===== src/rtl/pll_reconfig_sequencer.sv =====
// pll_reconfig_sequencer
// Drives the PLL reconfiguration management port to move the core clock
// between three operating points: native, 60Hz underclock and bootleg.
// A mode request from another clock domain is synchronized and debounced.
// The block then writes the mode, fractional-K and start registers,
// waits for the PLL to drop lock and regain it, and reports the result.
//
// Ports:
//   clk_50m          management clock (the only clock)
//   reset            asynchronous, active-low reset
//   mode_req[1:0]    requested mode: 0 native, 1 underclock, 2 bootleg, 3 native
//   locked           PLL lock indication (asynchronous)
//   mgmt_waitrequest management port stall
//   mgmt_write       management write strobe
//   mgmt_address     management register address
//   mgmt_writedata   management register data
//   cur_mode[1:0]    mode written by the last completed sequence
//   busy             high while a sequence is in progress
//   done             one-cycle pulse when a sequence completes
//   lock_err         sticky flag: PLL failed to relock in time
module pll_reconfig_sequencer #(
  parameter logic [31:0] K_NATIVE      = 32'd3639383488,
  parameter logic [31:0] K_UNDER       = 32'd2971430088,
  parameter logic [31:0] K_BOOT        = 32'd2748778984,
  parameter int          STABLE_CYCLES = 16,
  parameter int          GAP_CYCLES    = 3,
  parameter int          UNLOCK_WAIT   = 256,
  parameter int          LOCK_TIMEOUT  = 1048576
) (
  input  logic        clk_50m,
  input  logic        reset,
  input  logic [1:0]  mode_req,
  input  logic        locked,
  input  logic        mgmt_waitrequest,
  output logic        mgmt_write,
  output logic [5:0]  mgmt_address,
  output logic [31:0] mgmt_writedata,
  output logic [1:0]  cur_mode,
  output logic        busy,
  output logic        done,
  output logic        lock_err
);

  localparam int SW    = $clog2(STABLE_CYCLES + 1);
  localparam int TMAX0 = (GAP_CYCLES > UNLOCK_WAIT) ? GAP_CYCLES : UNLOCK_WAIT;
  localparam int TMAX  = (TMAX0 > LOCK_TIMEOUT) ? TMAX0 : LOCK_TIMEOUT;
  localparam int TW    = $clog2(TMAX + 1);

  localparam logic [SW-1:0] STABLE_MAX  = SW'(STABLE_CYCLES);
  localparam logic [TW-1:0] GAP_LAST    = TW'(GAP_CYCLES - 1);
  localparam logic [TW-1:0] UNLOCK_LAST = TW'(UNLOCK_WAIT - 1);
  localparam logic [TW-1:0] LOCK_LAST   = TW'(LOCK_TIMEOUT - 1);

  typedef enum logic [3:0] {
    S_IDLE,
    S_WR_MODE,
    S_GAP_MODE,
    S_WR_FRAC,
    S_GAP_FRAC,
    S_WR_START,
    S_WAIT_UNLOCK,
    S_WAIT_LOCK,
    S_DONE
  } state_t;

  state_t        state, state_next;
  logic [1:0]    mode_meta, mode_sync;
  logic          lock_meta, lock_sync;
  logic [1:0]    req_mapped, req_val;
  logic [SW-1:0] stab_cnt;
  logic          stable;
  logic [TW-1:0] timer;
  logic [1:0]    tgt;
  logic [31:0]   frac_word;
  logic          start_seq, lock_ok, lock_to;

  // Two-flop synchronizers for the asynchronous request and lock inputs.
  always_ff @(posedge clk_50m or negedge reset) begin
    if (!reset) begin
      mode_meta <= 2'd0;
      mode_sync <= 2'd0;
      lock_meta <= 1'b0;
      lock_sync <= 1'b0;
    end else begin
      mode_meta <= mode_req;
      mode_sync <= mode_meta;
      lock_meta <= locked;
      lock_sync <= lock_meta;
    end
  end

  // Request value 3 has no operating point of its own and means native.
  assign req_mapped = (mode_sync == 2'd3) ? 2'd0 : mode_sync;
  assign stable     = (stab_cnt == STABLE_MAX);

  // Debounce: any change restarts the count; the count saturates once stable.
  always_ff @(posedge clk_50m or negedge reset) begin
    if (!reset) begin
      req_val  <= 2'd0;
      stab_cnt <= '0;
    end else if (req_mapped != req_val) begin
      req_val  <= req_mapped;
      stab_cnt <= '0;
    end else if (!stable) begin
      stab_cnt <= stab_cnt + 1'b1;
    end
  end

  always_comb begin
    case (tgt)
      2'd1:    frac_word = K_UNDER;
      2'd2:    frac_word = K_BOOT;
      default: frac_word = K_NATIVE;
    endcase
  end

  // Next-state and port outputs. A write state holds the strobe until the
  // port accepts it; the following gap state drops the strobe.
  always_comb begin
    state_next     = state;
    mgmt_write     = 1'b0;
    mgmt_address   = 6'd0;
    mgmt_writedata = 32'd0;
    busy           = 1'b1;
    done           = 1'b0;
    start_seq      = 1'b0;
    lock_ok        = 1'b0;
    lock_to        = 1'b0;
    case (state)
      S_IDLE: begin
        busy = 1'b0;
        if (stable && (req_val != cur_mode)) begin
          start_seq  = 1'b1;
          state_next = S_WR_MODE;
        end
      end
      S_WR_MODE: begin
        mgmt_write = 1'b1;
        if (!mgmt_waitrequest) state_next = S_GAP_MODE;
      end
      S_GAP_MODE: begin
        if (timer == GAP_LAST) state_next = S_WR_FRAC;
      end
      S_WR_FRAC: begin
        mgmt_write     = 1'b1;
        mgmt_address   = 6'd7;
        mgmt_writedata = frac_word;
        if (!mgmt_waitrequest) state_next = S_GAP_FRAC;
      end
      S_GAP_FRAC: begin
        if (timer == GAP_LAST) state_next = S_WR_START;
      end
      S_WR_START: begin
        mgmt_write   = 1'b1;
        mgmt_address = 6'd2;
        if (!mgmt_waitrequest) state_next = S_WAIT_UNLOCK;
      end
      S_WAIT_UNLOCK: begin
        // A PLL that never visibly drops lock is not an error.
        if (!lock_sync || (timer == UNLOCK_LAST)) state_next = S_WAIT_LOCK;
      end
      S_WAIT_LOCK: begin
        if (lock_sync) begin
          lock_ok    = 1'b1;
          state_next = S_DONE;
        end else if (timer == LOCK_LAST) begin
          lock_to    = 1'b1;
          state_next = S_DONE;
        end
      end
      S_DONE: begin
        done       = 1'b1;
        state_next = S_IDLE;
      end
      default: begin
        busy       = 1'b0;
        state_next = S_IDLE;
      end
    endcase
  end

  // State register, shared timer (cleared on every state entry) and the
  // sequence results.
  always_ff @(posedge clk_50m or negedge reset) begin
    if (!reset) begin
      state    <= S_IDLE;
      timer    <= '0;
      tgt      <= 2'd0;
      cur_mode <= 2'd0;
      lock_err <= 1'b0;
    end else begin
      state <= state_next;
      timer <= (state_next != state) ? '0 : timer + 1'b1;
      if (start_seq)        tgt      <= req_val;
      if (state == S_DONE)  cur_mode <= tgt;
      if (lock_ok)          lock_err <= 1'b0;
      else if (lock_to)     lock_err <= 1'b1;
    end
  end

endmodule


===== config.mk =====
export PLATFORM = sky130hd
export DESIGN_NAME = pll_reconfig_sequencer
export DESIGN_NICKNAME = d
export VERILOG_FILES = /design/src/rtl/pll_reconfig_sequencer.sv
export SDC_FILE = /design/constraint.sdc
export NUM_CORES = 1
export LEC_CHECK = 0
export CAP_MARGIN = 20
export CORE_ASPECT_RATIO = 0.9
export CORE_MARGIN = 4
export CORE_UTILIZATION = 51
export CTS_CLUSTER_DIAMETER = 80
export DETAILED_ROUTE_END_ITERATION = 8
export PLACE_DENSITY = 0.82
export SLEW_MARGIN = 20
export SYNTH_ARGS = -nofsm -noshare
export SYNTH_HDL_FRONTEND = slang
export SYNTH_SLANG_ARGS = --single-unit

===== constraint.sdc =====
create_clock -name clk_50m -period 2.55 [get_ports clk_50m]
set_input_delay 0.255 -clock clk_50m [delete_from_list [all_inputs] [get_ports clk_50m]]
set_output_delay 0.255 -clock clk_50m [all_outputs]
set_load 0.01 [all_outputs]

=== Word-level counts from Yosys, hierarchy flattened ===
Cells that the tools add are included.

* Eq/ne operators: 19
* $add $sub $neg: 2
* Multiplexer cells: 29
* Reductions and logical operators: 7

{| class="wikitable"
|+ Operators by type and width
! operator !! number
|-
| one-hot mux 31 bit (2 select lines) || 1
|-
| two-way mux 4 bit || 9
|-
| two-way mux 32 bit || 1
|-
| one-hot mux 4 bit (8 select lines) || 1
|-
| adder 21 x 1 -> 21 bit, second input constant || 1
|-
| == test 21 x 2 -> 1 bit, second input constant || 1
|-
| == test 21 x 20 -> 1 bit, second input constant || 1
|-
| == test 21 x 8 -> 1 bit, second input constant || 1
|-
| two-way mux 21 bit || 1
|-
| == test 4 x 3 -> 1 bit, second input constant || 4
|-
| two-way mux 1 bit || 12
|-
| two-way mux 5 bit || 2
|-
| == test 4 x 2 -> 1 bit, second input constant || 2
|-
| OR reduction 8 bit || 1
|-
| one-hot mux 3 bit (2 select lines) || 1
|-
| adder 5 x 1 -> 5 bit, second input constant || 1
|-
| == test 5 bit, second input constant || 1
|-
| == test 2 bit, second input constant || 2
|-
| == test 4 x 1 -> 1 bit, second input constant || 1
|-
| == test 4 bit, second input constant || 1
|-
| logical NOT 4 bit || 1
|-
| inequality test 2 bit || 2
|-
| inequality test 4 bit || 1
|-
| OR reduction 3 bit || 1
|-
| other kinds (7) || 7
|}

* Output and inout bits: 44
* Bits in registers: 43
* Input port bits: 6

=== Depth between registers and ports, before layout ===
Gate-level depths: netlist of run 1.

* Depth after elaboration: 6
* Depth in mapped cells: 8

=== Worst setup path before layout of run 1 ===
OpenSTA, ideal clock, no wires.

* Kind: register to output
* Start point: register state[0]
* End point: output port mgmt_writedata[15]
* Stages on the path, launching flop included: 7
* Buffers on the path: 2
* Required time: 2.295 ns
* Data arrival time: 1.722 ns
* Slack: 0.573 ns
* Cell sequence: dfrtp_1 clkbuf_1 nand2_1 or3_1 inv_1 and2_1 buf_4

* Word-level cells in the longest chain between the ends: 2

{| class="wikitable"
|+ RTL lines
! item !! RTL line !! text
|-
| start, declared || 66 || <nowiki>state_t state, state_next;</nowiki>
|-
| start signal, assigned || 192 || <nowiki>state <= state_next;</nowiki>
|-
| == test 4 x 2 -> 1 bit || 129 || <nowiki>case (state)</nowiki>
|-
| two-way mux 32 bit || 129 ||
|-
| end, declared || 37 || <nowiki>output logic [31:0] mgmt_writedata,</nowiki>
|}

No other way between the ends.

=== Worst setup path after layout of run 1 ===
* Start point: register state[0]
* End point: output port mgmt_writedata[24]

The elaborated chain is that of the path after synthesis.

==> results of run 1 <==
-- how the worst max path moves through the flow --
| stage | start | endpoint | slack (ns) | depth (start not counted) |
|---|---|---|---|---|
| floorplan | state[0] | mgmt_writedata[15] | 0.57 | 6 |
| global placement | state[0] | mgmt_writedata[15] | 0.32 | 5 |
| detailed placement | state[0] | mgmt_writedata[27] | 0.19 | 5 |
| CTS | state[1] | mgmt_writedata[27] | 0.005 | 5 |
| global route | state[0] | mgmt_writedata[27] | 0.03 | 5 |
| finish | state[0] | mgmt_writedata[24] | 0.17 | 4 |
-- metrics by stage --
| stage | setup WS (ns) | hold slack (ns) |
|---|---|---|
| after floorplan | 0.573 | -0.0406 |
| after global placement | 0.317 | 0.335 |
| after detailed placement | 0.194 | 0.336 |
| after CTS | 0.00483 | 0.118 |
| after global routing | 0.0312 | 0.157 |
| final | 0.171 | 0.0935 |
-- worst reg2reg max path, cell delays in order, from the launching register on --
cell and delay [ns]:
dfrtp_1 0.42, ha_1 0.26, inv_1 0.10, nor4_4 0.51, a2111o_1 0.22, a211o_2 0.35
nor2_1 0.11
-- state kept, by name (all words and copies together), names as in the netlist --
register / flops
tgt: 2
cur_mode: 2
req_val: 2
mode_meta: 2
lock_sync: 1
lock_meta: 1
lock_err: 1
stab_cnt: 5
mode_sync: 2
timer: 21
state: 4
-- cell type report --
class                   instances  area (µm²)  share of cell area (%)
multi-input cells             162        1030                    37.1
clock inverters                 3        67.6                    2.44
flip-flops and latches         43        1080                    39.0
inverters                      10        37.5                    1.36
clock buffers                   5        68.8                    2.49
well taps                      62        77.6                    2.80
repair buffers                 42         410                    14.8
-- power groups by stage --
| stage | combinational [W] | sequential (W) | clock [W] |
|---|---|---|---|
| after floorplan | 0.000518 | 0.000813 | 0 |
| after global placement | 0.000615 | 0.000847 | 0 |
| after detailed placement | 0.000630 | 0.000854 | 0 |
| after CTS | 0.000637 | 0.000842 | 0.000633 |
| after global routing | 0.000704 | 0.000861 | 0.000651 |
| final | 0.000631 | 0.000846 | 0.000618 |
-- layer usage --
metal / part of all wire [%] / wire [µm] / vias up / GRT usage, %
met5: 0 / 0 / - / 0
met4: 1.3 / 52 / 0 / 4.69
met3: 6.3 / 262 / 6 / 4.81
met2: 48 / 1970 / 43 / 25.9
met1: 45 / 1850 / 801 / 19.4
li1: - / - / 814 / -
-- cell usage in the layout, fill, tap and decap left out, drive strengths merged, types with 3 or more instances in the layout --
master / synthesis / final
dfrtp: 43 / 43
clkdlybuf4s50: 0 / 39
nor2: 36 / 36
xor2: 18 / 18
nand2: 12 / 12
nand3: 12 / 12
inv: 10 / 10
xnor2: 9 / 9
conb: 1 / 9
ha: 8 / 8
a21oi: 7 / 7
nor3: 6 / 6
nand4: 6 / 6
clkbuf: 2 / 5
nor4: 5 / 5
or3: 4 / 4
and2: 4 / 4
a31oi: 3 / 3
buf: 33 / 3
-- repair_timing --
action,in CTS,in global routing
gates cloned,0,0
endpoints found under the setup margin,9,9
pin swaps,0,0
buffers inserted,0,1
resized for setup,2,2
-- logic make-up (layout without fill, tap and decap cells) --
logic type / count (synthesis) / count (layout) / synth area share, %
AND/OR/NAND/NOR: 95 / 95 / 20.8
adder cells (fa/ha/maj): 8 / 8 / 4.23
other: 1 / 9 / 0.158
multiplexers: 3 / 3 / 1.37
flip-flops: 43 / 43 / 45.4
XOR/XNOR: 27 / 27 / 9.98
buffers and inverters: 45 / 60 / 12.6
AO/OA/AOI/OAI: 20 / 20 / 5.49
==> out/metrics.yaml, run 1 <==
status:
  outcome: "finished, final reports clean"
timing:
  slew_headroom_pct: 39.2
  finClkSkew_ns: 0.00616
  fmax_ghz: 0.420
  finalMaxSlewViolations: 0
  worst_slew_pin_slew_ns: 0.911
  finalSetupViolCount: 0
  period_share_pct: 93.3
  rsz0062_at_grt: "false"
  tns_ns: 0
  period_minus_slack_ns: 2.38
  finalHoldViolations: 0
cts:
  cts_buffers: 5
  cts_sinks: 43
  cts_max_level: 2
  cts.clk_slew.worst_paths_ns: 0.08
  root_buffer: "clkbuf_8"
  tritoncts: "done"
  cts_buffer_depth: 2
  worst_skew_pair.late_latency_ns: 0.29
  holdBufCountCts: 0
logic_synthesis:
  synth-edff-count: 0
  ys_warn_count: 0
  yosys-top-cells-count: "dfrtp_1, nor2_1, buf_4"
  yosys-top-cells-area: "dfrtp_1, buf_4, xor2_1, nor2_1, ha_1"
  avgSynthCellArea_um2: 9.79
  synth_ff_type: "dfrtp_1"
  synth.distinct_cells: 41
  synth_area_leader_cell: "dfrtp_1"
  netlist_instances: 242
  synth_area_um2: 2370
  yosysTopAreaCellShare_pct: 45.4
  synth_most_common_cell: "dfrtp_1"
  synth-seq-cells: 43
  seq_area_frac_synth_pct: 45.4
  synthArstFlopShare_pct: 100
layout:
  instances_no_fill: 327
  fillCellCount: 382
  finalInstanceArea_um2: 2770
  diodes: 0
  drive_gt1_share_pct: 8.68
  finish.utilization_pct: 62.0
  area_growth_pct: 16.8
  fin_nets: 278
worst_setup_path:
  r2r-end: "timer[2]"
  slowest_stage: "clkdlybuf4s50_1"
  slowest_delay_ns: 0.61
  r2r-start: "timer[0]"
  crit_buf_inv: 1
  crit_arrival_ns: 2.12
  worstSetupPathType: "register to primary output"
  path_cells: "nand2_1, or3_1, nor2_1, clkdlybuf4s50_1"
  rrSetupSlack_ns: 0.45
  crit_path_max_fanout: 10
  endpoint_kind: "primary output"
  worstSetupStartpointType: "register"
  worstPathRequired_ns: 2.30
  ff2ff_path_depth: 6
  crit_family: "simple AND/OR/NAND/NOR gates"
grt:
  antenna_found_initial: 0
  grt_pass1_wl_um: 7100
  grt_remaining_overflow: 0
  grt_use_total_pct: 15.5
  grt_max_degree: 44
  grt_pass1_vias: 1586
pwr:
  p_sw_share_pct: 31.7
  vdd_ir_drop_max_mv: 0.420
  p_clk_share_pct: 29.5
  p_leak_nw: 1.25
  p_seq_share_pct: 40.4
  p_sw_w: 0.000663
  power.total_w: 0.00209
  p_int_w: 0.00143
  combPwrFrac_pct: 30.1
  power_density_nw_per_um2: 757
routing:
  wl_um: 4130
  wl_per_cell_um: 12.6
  num_vias: 1664
  dr.pass1.iters: 4
  route.detailed.drc: 0
  first_iter_violations: 58
  vias_per_cell: 5.09
  antenna_left: 0
floorplanning:
  core_area_um2: 4460
  num_io_pins: 50
  die_y_um: 72.7
  dieArea_um2: 5800
  dieWidth_um: 79.8
  rows: 23
  start_util_pct: 53.1
placed_design:
  post-dp-hpwl_um: 3080
  dp_cells: 318
  io_buffers: 40
  place_congestion: 0.774
  placed_cell_area_um2: 2620
min_path:
  hp-class: "input pin to async pin"
flow_run:
  cap_violations: 0
(Power assumes the default switching activity.)
==> run 2: changes to the inputs <==
GPL_TIMING_DRIVEN = 0   (was default)
PLACE_DENSITY = default   (was 0.82)
PLACE_DENSITY_LB_ADDON = 0.08   (was default)
==> run 2 against run 1 <==
  * Maximum frequency is 2.6% lower
  * Setup slack got worse by 0.063 ns
  * Global-route usage is 1.5 points higher
  * Via count increased by 5.5%
  * Clock-buffer cell count stayed put
  * Critical endpoint is now mgmt_writedata[21]
  * Largest power group unchanged
  * Highest routed layer unchanged
==> out/metrics.yaml, run 2 (synthesis results as in run 1) <==
layout:
  finalInstanceArea_um2: 3040
  drive_gt1_share_pct: 20.8
  top_register: "timer"
  finish.utilization_pct: 68.2
  mostFrequentLayoutCell: "dfrtp_1"
  diodes: 0
  largest_reg_flops: 21
  area_growth_pct: 28.5
  fin_nets: 316
  layout_common_cells: "dfrtp_1, clkdlybuf4s50_1, nor2_1, buf_4, xor2_1"
  biggestRegsByFlops: "timer (21), stab_cnt (5), state (4)"
  fillCellCount: 350
timing:
  period_share_pct: 95.8
  rsz0062_at_grt: "false"
  finalMaxSlewViolations: 0
  period_minus_slack_ns: 2.44
  slew_headroom_pct: 51.0
  finClkSkew_ns: 0.00572
  worst_slew_pin_slew_ns: 0.729
  fmax_ghz: 0.410
  finalSetupViolCount: 0
  tns_ns: 0
  finalHoldViolations: 0
pwr:
  p_seq_share_pct: 40.0
  p_clk_share_pct: 21.2
  p_leak_nw: 1.43
  vdd_ir_drop_max_mv: 0.502
  p_sw_share_pct: 34.3
  p_sw_w: 0.000725
  p_int_w: 0.00139
  combPwrFrac_pct: 38.8
  power_density_nw_per_um2: 694
min_path:
  min_to: "mode_sync[0]"
  hp-class: "register to register"
  hp-start: "mode_meta[0]"
  hold_depth: 0
routing:
  antenna_left: 0
  num_vias: 1755
  first_iter_violations: 122
  wl_per_cell_um: 12.3
  dr.pass1.iters: 4
  vias_per_cell: 4.81
  route.detailed.drc: 0
  wl_um: 4490
grt:
  antenna_found_initial: 0
  grt_use_total_pct: 17.0
  grt_pass1_wl_um: 7710
  grt_pass1_vias: 1666
  grt_max_degree: 31
  grt_remaining_overflow: 0
flow_run:
  cap_violations: 0
floorplanning:
  core_area_um2: 4460
  rows: 23
  num_io_pins: 50
  start_util_pct: 53.1
  die_y_um: 72.7
  dieArea_um2: 5800
  dieWidth_um: 79.8
status:
  outcome: "finished, final reports clean"
worst_setup_path:
  worstPathRequired_ns: 2.30
  r2r-start: "timer[0]"
  slowest_delay_ns: 0.52
  crit_arrival_ns: 2.19
  ff2ff_path_depth: 5
  worstSetupStartpointType: "register"
  slowest_stage: "clkdlybuf4s50_1"
  endpoint_kind: "primary output"
  r2r-end: "state[0]"
  crit_path_max_fanout: 10
  worstSetupPathType: "register to primary output"
  rrSetupSlack_ns: 0.50
  path_cells: "nand2_1, or3_4, inv_6, and2_4, buf_4, clkdlybuf4s50_1"
placed_design:
  place_congestion: 0.773
  io_buffers: 40
  post-dp-hpwl_um: 3390
  placed_cell_area_um2: 2890
cts:
  cts.clk_slew.worst_paths_ns: 0.09
  tritoncts: "done"
  root_buffer: "clkbuf_8"
  cts_max_level: 2
  cts_buffers: 5
  worst_skew_pair.late_latency_ns: 0.30
  cts_sinks: 43
  cts_buffer_depth: 2
run 2: cell count changes in the layout (fill, tap and decap cells not counted), moves of 2 or more:
cell,previous run,this run
bufinv_16,2,0
inv_6,0,2
buf_4,2,35
and2_4,0,2
buf_6,0,2
run 2: power groups by stage:
stage,Clock [W],Sequential (W),Combinational [W]
final,0.000448,0.000844,0.000820
after global routing,0.000489,0.000858,0.000906
after CTS,0.000464,0.000844,0.000780
after detailed placement,0,0.000827,0.000802
after global placement,0,0.000825,0.000791
after floorplan,0,0.000813,0.000518
run 2: area by class of cell:
| class | count | area (µm²) | share of cell area (%) |
|---|---|---|---|
| Buffer | 33 | 253 | 8.30 |
| Clock buffer | 5 | 68.8 | 2.26 |
| Clock inverter | 3 | 23.8 | 0.781 |
| Inverter | 10 | 42.5 | 1.40 |
| Multi-Input combinational cell | 162 | 1040 | 34.1 |
| Sequential cell | 43 | 1080 | 35.4 |
| Tap cell | 62 | 77.6 | 2.55 |
| Timing Repair Buffer | 47 | 463 | 15.2 |
run 2: worst max-delay path by stage:
stage               cells after the start      from  slack [ns]            endpoint
finish                                  6  state[1]        0.11  mgmt_writedata[21]
global route                            6  state[0]        0.02  mgmt_writedata[21]
CTS                                     6  state[3]        0.03  mgmt_writedata[17]
detailed placement                      7  state[0]       -0.07  mgmt_writedata[21]
global placement                        7  state[0]       -0.05  mgmt_writedata[27]
floorplan                               6  state[0]        0.57  mgmt_writedata[15]
run 2: repair_timing:
action | CTS | global route
pin swaps | 0 | 1
resized for setup | 5 | 4
endpoints found under the hold margin | 13 | 0
hold buffers | 1 | 0
buffers inserted | 0 | 5
setup endpoints to repair | 28 | 9
run 2: worst max-delay path: cells and delay by family, from the launching register on:
kind	cells	cell delay, ns
buffers and inverters	3	0.73
flip-flops	1	0.43
AND/OR/NAND/NOR	3	0.73
run 2: per-stage QoR:
step	power [W]	hold slack [ns]	worst slack (ns)	cells
after floorplan	0.00133	-0.0406	0.573	250
after global placement	0.00162	0.332	-0.0477	352
after detailed placement	0.00163	0.173	-0.0704	353
after CTS	0.00209	0.356	0.0266	360
after global routing	0.00225	0.366	0.0188	365
final	0.00211	0.352	0.108	365
run 2: per-layer routing:
layer / GRT usage (%) / part of all wire (%)
met1: 23.3 / 46
met2: 26.5 / 44
met3: 4.32 / 8.3
met4: 5.63 / 1.2
met5: 0 / 0
==> run 3: changes to the inputs <==
SLEW_MARGIN = default   (was 20)
==> results of run 3 <==
The final DEF is identical to that of run 2; final timing and power are the same.
